--- src/rtl/axi_pkg.sv ---
// rtl/axi_pkg.sv - shared AXI widths, address-request struct and arbiter state type
package axi_pkg;

  localparam int AXI_ID_BITS   = 4;
  localparam int AXI_ADDR_BITS = 32;
  localparam int AXI_LEN_BITS  = 8;
  localparam int AXI_SIZE_BITS = 3;

  typedef struct packed {
    logic [AXI_ID_BITS-1:0]   id;
    logic [AXI_ADDR_BITS-1:0] addr;
    logic [AXI_LEN_BITS-1:0]  len;
    logic [AXI_SIZE_BITS-1:0] size;
    logic [1:0]               burst;
  } ax_req_t;

  typedef enum logic {
    IDLE  = 1'b0,
    GRANT = 1'b1
  } ax_arb_state_t;

endpackage

--- src/rtl/rr_arbiter.sv ---
// rtl/rr_arbiter.sv - round-robin winner search starting at a pointer, wrapping at N-1
module rr_arbiter #(
  parameter int N  = 2,
  parameter int IW = (N > 1) ? $clog2(N) : 1
) (
  input  logic [N-1:0]  req,
  input  logic [IW-1:0] ptr,
  output logic [N-1:0]  gnt,
  output logic [IW-1:0] idx
);

  logic [IW:0]   sum;
  logic [IW-1:0] cand;
  logic          found;

  // Walk candidates ptr, ptr+1, ... modulo N; the first requester wins.
  always_comb begin
    gnt   = '0;
    idx   = '0;
    found = 1'b0;
    sum   = '0;
    cand  = '0;
    for (int k = 0; k < N; k++) begin
      sum = {1'b0, ptr} + (IW+1)'(k);
      if (sum >= (IW+1)'(N)) begin
        sum = sum - (IW+1)'(N);
      end
      cand = sum[IW-1:0];
      if (!found && req[cand]) begin
        found     = 1'b1;
        gnt[cand] = 1'b1;
        idx       = cand;
      end
    end
  end

endmodule

--- src/rtl/ax_rr_arbiter_mux.sv ---
// rtl/ax_rr_arbiter_mux.sv - N-to-1 AXI address-channel round-robin arbiter and mux
module ax_rr_arbiter_mux
  import axi_pkg::*;
#(
  parameter int NUM_MASTERS = 2,
  parameter int ID_BITS     = AXI_ID_BITS,
  parameter int ADDR_BITS   = AXI_ADDR_BITS,
  parameter int LEN_BITS    = AXI_LEN_BITS,
  parameter int SIZE_BITS   = AXI_SIZE_BITS,
  localparam int MIDX_BITS  = (NUM_MASTERS > 1) ? $clog2(NUM_MASTERS) : 1
) (
  input  logic                         ACLK,
  input  logic                         ARESETn,
  input  logic [ID_BITS-1:0]           AxID_M    [NUM_MASTERS],
  input  logic [ADDR_BITS-1:0]         AxADDR_M  [NUM_MASTERS],
  input  logic [LEN_BITS-1:0]          AxLEN_M   [NUM_MASTERS],
  input  logic [SIZE_BITS-1:0]         AxSIZE_M  [NUM_MASTERS],
  input  logic [1:0]                   AxBURST_M [NUM_MASTERS],
  input  logic [NUM_MASTERS-1:0]       AxVALID_M,
  output logic [NUM_MASTERS-1:0]       AxREADY_M,
  output logic [MIDX_BITS+ID_BITS-1:0] AxID_S,
  output logic [ADDR_BITS-1:0]         AxADDR_S,
  output logic [LEN_BITS-1:0]          AxLEN_S,
  output logic [SIZE_BITS-1:0]         AxSIZE_S,
  output logic [1:0]                   AxBURST_S,
  output logic                         AxVALID_S,
  input  logic                         AxREADY_S,
  output logic [MIDX_BITS-1:0]         gnt_idx,
  output logic                         gnt_busy
);

  ax_arb_state_t        state, stateNext;
  logic [MIDX_BITS-1:0] gntIdx, gntIdxNext;
  logic [MIDX_BITS-1:0] rrPtr, rrPtrNext;
  logic [NUM_MASTERS-1:0] arbGnt;
  logic [MIDX_BITS-1:0] arbIdx;
  logic                 gntValid;

  rr_arbiter #(
    .N  (NUM_MASTERS),
    .IW (MIDX_BITS)
  ) u_rr_arbiter (
    .req (AxVALID_M),
    .ptr (rrPtr),
    .gnt (arbGnt),
    .idx (arbIdx)
  );

  assign gntValid = AxVALID_M[gntIdx];

  always_ff @(posedge ACLK or negedge ARESETn) begin
    if (!ARESETn) begin
      state  <= IDLE;
      gntIdx <= '0;
      rrPtr  <= '0;
    end else begin
      state  <= stateNext;
      gntIdx <= gntIdxNext;
      rrPtr  <= rrPtrNext;
    end
  end

  // A granted master that withdraws valid releases the grant without advancing the pointer.
  always_comb begin
    stateNext  = state;
    gntIdxNext = gntIdx;
    rrPtrNext  = rrPtr;
    unique case (state)
      IDLE: begin
        if (|arbGnt) begin
          gntIdxNext = arbIdx;
          stateNext  = GRANT;
        end
      end
      GRANT: begin
        if (!gntValid) begin
          stateNext = IDLE;
        end else if (AxREADY_S) begin
          stateNext = IDLE;
          rrPtrNext = (gntIdx == MIDX_BITS'(NUM_MASTERS-1)) ? '0 : gntIdx + 1'b1;
        end
      end
      default: stateNext = IDLE;
    endcase
  end

  always_comb begin
    AxREADY_M = '0;
    if (state == GRANT) begin
      AxREADY_M[gntIdx] = AxREADY_S;
    end
  end

  assign AxVALID_S = (state == GRANT) && gntValid;
  assign AxID_S    = {gntIdx, AxID_M[gntIdx]};
  assign AxADDR_S  = AxADDR_M[gntIdx];
  assign AxLEN_S   = AxLEN_M[gntIdx];
  assign AxSIZE_S  = AxSIZE_M[gntIdx];
  assign AxBURST_S = AxBURST_M[gntIdx];
  assign gnt_idx   = gntIdx;
  assign gnt_busy  = (state == GRANT);

endmodule

--- config.mk ---
export PLATFORM = sky130hd
export DESIGN_NAME = ax_rr_arbiter_mux
export DESIGN_NICKNAME = d
export VERILOG_FILES = /design/src/rtl/axi_pkg.sv /design/src/rtl/rr_arbiter.sv /design/src/rtl/ax_rr_arbiter_mux.sv
export SDC_FILE = /design/constraint.sdc
export NUM_CORES = 1
export LEC_CHECK = 0
export CORE_MARGIN = 2
export CORE_UTILIZATION = 23
export DETAILED_ROUTE_END_ITERATION = 6
export GPL_TIMING_DRIVEN = 0
export MAX_ROUTING_LAYER = met4
export PLACE_DENSITY_LB_ADDON = 0.2
export SYNTH_ARGS = -nofsm -noshare
export SYNTH_HDL_FRONTEND = slang
export SYNTH_HIERARCHICAL = 1
export SYNTH_SLANG_ARGS = --single-unit
--- constraint.sdc ---
create_clock -name ACLK -period 1.5 [get_ports ACLK]
set_input_delay 0.15 -clock ACLK [delete_from_list [all_inputs] [get_ports ACLK]]
set_output_delay 0.15 -clock ACLK [all_outputs]
set_load 0.005 [all_outputs]
Word-level counts from Yosys, hierarchy flattened
Index checks and enable logic that the tools add are counted.

Memories: 0. Bits of input ports: 103. Output and inout port bits: 55. Register bits after elaboration: 3. Memory bits (writable): 0. Bits in read-only memories: 0. Bits in latches: 0. Word-level logic and storage cells: 69.

Bitwise gates (word level): 4. Div/mod/pow operators: 0. Eq/ne operators: 0. Shifts and indexed selects: 0. Muxes and demuxes: 40. Reduce and logical (&&, ||, !) cells: 9. $add $sub $neg: 4. Order comparisons: 9. $mul: 0.

Operator list (number): two-way mux 32 bit (3); two-way mux 8 bit (3); two-way mux 1 bit (18); two-way mux 2 bit (6); two-way mux 4 bit (3); two-way mux 3 bit (3); < comparator 1 x 2 -> 1 bit, second input constant (3); logical AND 1 bit (5); greater-or-equal comparator 2 bit, second input constant (2); demux 1 bit (select 1 bit) (3); greater-or-equal comparator 1 bit, second input constant (3); AND reduction 3 bit (1); adder 1 x 1 -> 2 bit, second input constant (1); AND 2 bit (1); greater-or-equal comparator 1 x 2 -> 1 bit, second input constant (1); inverter 1 -> 2 bit (1); OR 2 bit (1); one-hot mux 1 bit (2 select lines) (1); AND reduction 2 bit (1); OR reduction 2 bit (1); subtractor 1 bit, second input constant (2); adder 1 bit, second input constant (1); logical NOT 1 bit (1); inverter 1 bit (1).

Logic depth before layout (Yosys ltp)
Gate-level depths: netlist of the first run.

Depth in word-level cells: 12. Gate-level depth with buffers: 4. Gate-level depth less buffers: 4.

By module
The synthesis of the first run kept the hierarchy.

Modules (own cells, without submodules): ax_rr_arbiter_mux (area each 999.7 um2, instances 1, seq. area each 75.1 um2, cells an instance 72); rr_arbiter (area each 30.0 um2, instances 1, seq. area each 0.0 um2, cells an instance 4).

Least setup slack after synthesis of the first run
OpenSTA, ideal clock, no wires.

Path type: reg-to-output. Start: reg gntIdx, in the netlist gnt_idx. End: out AxADDR_S[14]. Required time: 1350 ps. Buffers on the path: 2. Data arrival time: 1017 ps. Setup slack: 333 ps. Stages on the path, launching flop included: 4. Path through: dfrtp_1 > buf_6 > buf_6 > mux2_4.

Longest elaborated chain between the ends: 4.

RTL lines: start: declaration (RTL line ax_rr_arbiter_mux.sv:33) `logic [MIDX_BITS-1:0] gntIdx, gntIdxNext;`; start signal: assignment (RTL line ax_rr_arbiter_mux.sv:58) `gntIdx <= gntIdxNext;`; inverter 1 -> 2 bit (not written as such) (RTL line ax_rr_arbiter_mux.sv:96) `assign AxADDR_S = AxADDR_M[gntIdx];`; two-way mux 32 bit (not written as such) (3 in a row) (RTL line ax_rr_arbiter_mux.sv:96); end: declaration (RTL line ax_rr_arbiter_mux.sv:22) `output logic [ADDR_BITS-1:0] AxADDR_S,`.

Every way passes these cells. The select of a mux whose other input is x is not followed.

Worst setup path in the final report of the first run
Start: reg gntIdx, in the netlist gnt_idx. End: out AxADDR_S[28].

Same word-level chain as after synthesis.

==> results of run 1 <==
==> critical path: stages (launching register included) <==
cell	delay [ns]
dfrtp_2	0.44
buf_12	0.17
clkbuf_16	0.16
mux2_4	0.29
buf_6	0.12
==> Yosys cell counts (all sizes together) <==
cell / count
nand2b: 1
a31oi: 1
mux2i: 1
and3: 1
and4: 1
o21ai: 1
nor2b: 2
buf: 7
nor2: 1
a21boi: 3
o21bai: 1
mux2: 50
nand2: 1
nor3: 1
dfrtp: 3
inv: 1
==> through the flow <==
step,power [uW],cells,util (%)
floorplan,1580,76,-
global placement,2800,285,61.7
detailed placement,2800,285,61.7
CTS,3620,298,67.6
global route,3880,300,68.7
finish,3670,300,68.7
==> repair_timing <==
action / 4_1_cts / 5_1_grt
resized for setup: 254 / 14
setup endpoints to repair: 52 / 51
cloned: 5 / 2
buffers inserted: 5 / 1
==> layout by cell type (no fill, tap or decap) <==
master,Yosys,routed
dlymetal6s2s_1,0,1
nor2b_1,2,2
buf_16,0,4
mux2_2,3,2
and3_1,1,1
a21boi_2,1,1
dfrtp_2,0,1
buf_8,0,1
o21ai_1,1,1
clkbuf_2,0,5
clkbuf_8,0,3
buf_6,2,48
mux2_4,47,48
inv_1,1,1
and4_1,1,1
buf_4,1,4
nand2b_1,1,1
buf_12,4,5
clkdlybuf4s50_1,0,103
a31oi_1,1,1
dfrtp_1,3,2
nand2_1,1,1
o21bai_1,1,1
nor3_1,1,1
nor2_1,1,1
a21boi_1,2,2
mux2i_4,0,1
clkbuf_1,0,1
buf_2,0,2
clkbuf_16,0,2
==> per-layer routing <==
layer	vias up	routed length (um)	GRT usage, %
met5	-	0	-
met4	0	0	3.14
met3	0	290	1.99
met2	64	2540	33.0
met1	570	1710	20.4
li1	632	-	-
==> state kept, by name, indices dropped and copies added (netlist names) <==
name / flops
gnt_busy: 1
gnt_idx: 1
rrPtr: 1
==> power by group <==
| group | leakage, uW | switching (uW) | internal, uW | total (uW) |
|---|---|---|---|---|
| Sequential | 0.0000364 | 62.0 | 120 | 182 |
| Combinational | 0.00131 | 937 | 2320 | 3260 |
| Clock | 0.0000228 | 52.2 | 181 | 233 |
| Total | 0.00136 | 1050 | 2620 | 3670 |
==> cell type report <==
type / count / area (um^2) / area share, %
Tap cell: 52 / 65.1 / 2.19
Buffer: 6 / 103 / 3.45
Timing Repair Buffer: 169 / 1820 / 61.3
Multi-Input combinational cell: 65 / 857 / 28.8
Sequential cell: 3 / 76.3 / 2.57
Clock buffer: 4 / 45.0 / 1.52
Inverter: 1 / 3.75 / 0.126
==> path summary, 6_finish.rpt <==
| check | startpoint | end | slack [ns] | depth (start not counted) |
|---|---|---|---|---|
| min | ARESETn | rrPtr$_DFFE_PN0P_ | 0.12 | 1 |
| max | gnt_idx$_DFFE_PN0P_ | AxADDR_S[28] | -0.04 | 4 |
| max reg2reg | rrPtr$_DFFE_PN0P_ | gnt_idx$_DFFE_PN0P_ | 0.29 | 4 |
| min in group ACLK | rrPtr$_DFFE_PN0P_ | rrPtr$_DFFE_PN0P_ | 0.63 | 2 |
| min reg2reg | rrPtr$_DFFE_PN0P_ | rrPtr$_DFFE_PN0P_ | 0.63 | 2 |
| max in group asynchronous | ARESETn | gnt_idx$_DFFE_PN0P_ | 1.22 | 1 |
==> cells by family (layout without fill, tap and decap cells) <==
logic type      Yosys count  in the layout  synth area share [%]
compound gates            6              6                  4.37
buf+inv                   8            180                  11.1
flops                     3              3                  7.29
mux                      51             51                  72.8
simple gates              8              8                  4.50
==> reports/results.ini, run 1 <==
[status]
status = complete, but fails checks
violations = setup timing

[floorplan]
fp.dieW_um = 70.9
rows = 24
dieArea_mm2 = 0.00503
pin_count = 158
core-area_mm2 = 0.00432
start_util_pct = 23.8
die_y_um = 70.9

[timing]
skew_ns = 0.00184
worst_slack_ns = -0.0437
hold_viol = 0
rsz0062_at_grt = yes
tns_ns = -1.05
setup_viol = 41
slew_headroom_pct = 84.6
max_freq_mhz = 648
hold-worst-slack_ns = 0.119
worstMarginPinSlew_ns = 0.230
slew_violations = 0
min_period_ns = 1.54
fin_crit_sh_pct = 103

[placed_design]
place_congestion = 0.687
numPortBuffers = 157
placed_cell_area_mm2 = 0.00267
pre_cts_ws_ns = -0.160
hpwl_mm = 3.72

[grt]
grt_max_degree = 11
antenna_found_initial = 0
grt_overflow_total = 0
globalRouteTotalUtil_pct = 17.7
grt_pass1_vias = 1293
grt_pass1_wl_mm = 6.89

[critical_path]
worst_setup_path_start_kind = flop
path_max_fanout = 5
critPathKind = flop to output port
setup.worst_path.end_class = output port
critical_path_required_ns = 1.35
worst-endpoint-arrival_ns = 1.39

[finish]
nets = 352
num-fill-cells = 317
postLayoutCellArea_mm2 = 0.00297
syn_to_final_growth_pct = 189
final_layout_size_suffix_gt1_share_pct = 51.2
antenna_cells = 0

[drt]
wirelength_mm = 4.54
firstDrtPassIters = 4
remaining_drc_errors = 0
drt-initial-drc-count = 15
ant_nets = 0
vias = 1266
vias_per_cell = 4.22
post_drt_wl_per_cell_um = 15.1

[pwr]
power_leakage_uw = 0.00136
powerDensity_mw_per_mm2 = 1240
irDropWorstVdd_mv = 0.956

[clock_tree]
tritoncts = done
cts_buffer_depth = 2
clkSinkCount = 3
cts_buffers = 3
htree_levels = 1
clock_latency_ns = 0.21
cts-hold-fix-buffers = 0
clk_pin_slew_worst_paths_ns = 0.03
cts-root-buf = clkbuf_8

[min_path]
hp-class = primary input to async pin

[logic_synthesis]
syn_inst = 76
synth.avg_cell_area_um2 = 13.5
synthDominantCellAreaShare_pct = 68.5
synth_fp_nets = 179
yosys.area.top_type = mux2_4
synth_warnings = 6
synth.distinct_cells = 20
synthTopCellsByArea = mux2_4 69%, buf_12 7.8%, dfrtp_1 7.3%
syn_area_mm2 = 0.00103
ys_seq_elements = 3
synth_seq_area_share_pct = 7.29

[run]
maxCapViolCount = 0

(Power assumes the default switching activity.)
==> inputs of run 2 (changes only) <==
CORE_UTILIZATION = 25   (was 23)
PLACE_DENSITY = 0.93   (was unset)
PLACE_DENSITY_LB_ADDON = unset   (was 0.2)
clock period = 1.78 ns   (was 1.5 ns; I/O delays follow)
==> reports/results.ini, run 2 (synthesis gave the netlist of run 1 again) <==
[floorplan]
dieArea_mm2 = 0.00465  ; -7.6%
fp.dieW_um = 68.2  ; -3.8%
start_util_pct = 25.9  ; +2.1 points
die_y_um = 68.2  ; -3.8%
pin_count = 158  ; unchanged
core-area_mm2 = 0.00397  ; -8.2%
rows = 23  ; -4.2%

[finish]
nets = 350  ; -0.57%
syn_to_final_growth_pct = 166
final_common_cell = clkdlybuf4s50_1
final_cell_mix = 107 x clkdlybuf4s50_1, 47 x mux2_4, 38 x dlygate4sd2_1
layoutNonFillerInstCount = 296  ; -1.3%
antenna_cells = 0  ; unchanged
final_layout_size_suffix_gt1_share_pct = 29.7  ; -22 points

[timing]
setup_viol = 0  ; -100%
fin_crit_sh_pct = 97.2
hold_viol = 0  ; unchanged
worstMarginPinSlew_ns = 0.221  ; -0.00898 ns
slew_headroom_pct = 85.3  ; +0.65 points
tns_ns = 0  ; +1.05 ns
max_freq_mhz = 578
slew_violations = 0  ; unchanged
rsz0062_at_grt = no
skew_ns = 0.00143  ; -0.000407 ns
min_period_ns = 1.73

[critical_path]
cp_top_family = buffers and inverters
rr_worst_depth = 4  ; unchanged
worst-endpoint-arrival_ns = 1.55  ; +0.16 ns
cp.buffers_inverters = 4  ; +1
crit_chain = buf_8 -> buf_12 -> buf_4 -> mux2_4 -> clkdlybuf4s15_1
slowest_stage = dfrtp_1
path_max_fanout = 9  ; +4
r2r-start = rrPtr$_DFFE_PN0P_
crit_start = gnt_idx$_DFFE_PN0P_
path_depth = 5  ; +1
cpPeakStageDelay_ns = 0.39  ; -0.05 ns
critical_path_required_ns = 1.60  ; +0.25 ns
setup.worst_path.end_class = output port
worst_setup_path_start_kind = flop
rrSetupSlack_ns = 0.56  ; +0.27 ns
r2r-end = gnt_idx$_DFFE_PN0P_
critPathKind = flop to output port

[placed_design]
numPortBuffers = 157  ; unchanged
hpwl_mm = 3.90  ; +4.7%
post-place-cells = 283  ; -0.70%
place_congestion = 0.712  ; +3.6%

[clock_tree]
clkSinkCount = 3  ; unchanged
htree_levels = 1  ; unchanged
clock_latency_ns = 0.22  ; about the same
cts-root-buf = clkbuf_8
tritoncts = done
cts_buffers = 3  ; unchanged
clk_pin_slew_worst_paths_ns = 0.03  ; about the same
cts-hold-fix-buffers = 0  ; unchanged
cts_buffer_depth = 2  ; unchanged

[min_path]
hp-class = primary input to async pin

[drt]
remaining_drc_errors = 0  ; unchanged
ant_nets = 0  ; unchanged
vias = 1291  ; +2.0%
post_drt_wl_per_cell_um = 15.5  ; +2.1%
vias_per_cell = 4.36  ; +3.4%
firstDrtPassIters = 2  ; -2
drt-initial-drc-count = 19  ; +4
wirelength_mm = 4.57  ; +0.75%

[run]
maxCapViolCount = 0  ; unchanged

[status]
status = finished clean

[grt]
grt_overflow_total = 0  ; unchanged
grt_pass1_wl_mm = 5.98  ; -13%
globalRouteTotalUtil_pct = 17.7  ; +0.078 points
grt_max_degree = 11  ; unchanged
antenna_found_initial = 0  ; unchanged
grt_pass1_vias = 1234  ; -4.6%

[pwr]
irDropWorstVdd_mv = 0.713  ; -25%
powerDensity_mw_per_mm2 = 912  ; -26%
power_uw = 2490  ; -32%
power_leakage_uw = 0.00129  ; -5.8%

==> run 2: worst max-delay path by stage <==
stage,slack [ns],to
4_1_cts,-0.09,AxADDR_S[19]
5_1_grt,0.002,AxREADY_M[1]
3_5_place_dp,0.08,AxADDR_S[19]
3_3_place_gp,0.09,AxADDR_S[15]
6_report,0.05,AxLEN_S[0]
2_1_floorplan,0.58,AxADDR_S[14]
==> run 2: worst register-to-register path: cells and delay by family (launching register included) <==
| family | cells | cell delay [ns] |
|---|---|---|
| mux | 1 | 0.36 |
| flops | 1 | 0.40 |
| compound gates | 2 | 0.25 |
| buf+inv | 1 | 0.09 |
==> run 2: where the power goes <==
part           leakage [uW]  internal (uW)  switching, uW  total, uW
registers         0.0000376           99.0           41.6        141
logic               0.00123           1490            664       2150
clock network     0.0000228            153           49.7        203
==> run 2: what timing repair did <==
action                                 4_1_cts  5_1_grt
buffers inserted                             5        4
pin swaps                                    0        0
endpoints found under the hold margin        0        0
setup endpoints to repair                   50        8
resized for setup                           53       11
==> run 2: routing by layer <==
layer	vias up	part of all wire (%)	global-route usage (%)
li1	624	-	-
met1	596	30	15.7
met2	63	58	35.8
met3	8	11	4.28
met4	0	1.8	6.25
met5	-	0	-
==> run 2: stage by stage <==
step	area, um^2	setup WS, ns	utilization, %	hold slack, ns
3_3_place_gp	2660	0.0895	67.1	0.367
6_report	2740	0.0490	68.9	0.139
5_1_grt	2740	0.00226	68.9	0.150
4_1_cts	2710	-0.0889	68.1	0.139
3_5_place_dp	2660	0.0812	67.1	0.371
2_1_floorplan	1030	0.585	-	-0.118
==> run 2: layout make-up <==
type / instances / area, um^2
plain buffers: 7 / 123
clock buffers: 4 / 45.0
fillers: 332 / 1230
inverters: 1 / 3.75
multi-input cells: 65 / 841
flip-flops and latches: 3 / 75.1
well taps: 50 / 62.6
repair buffers: 166 / 1590
==> inputs of run 3 (changes only) <==
SLEW_MARGIN = 0   (was unset)
==> results of run 3 <==
Same layout as run 2: the final DEF is identical, and so are final timing and power.
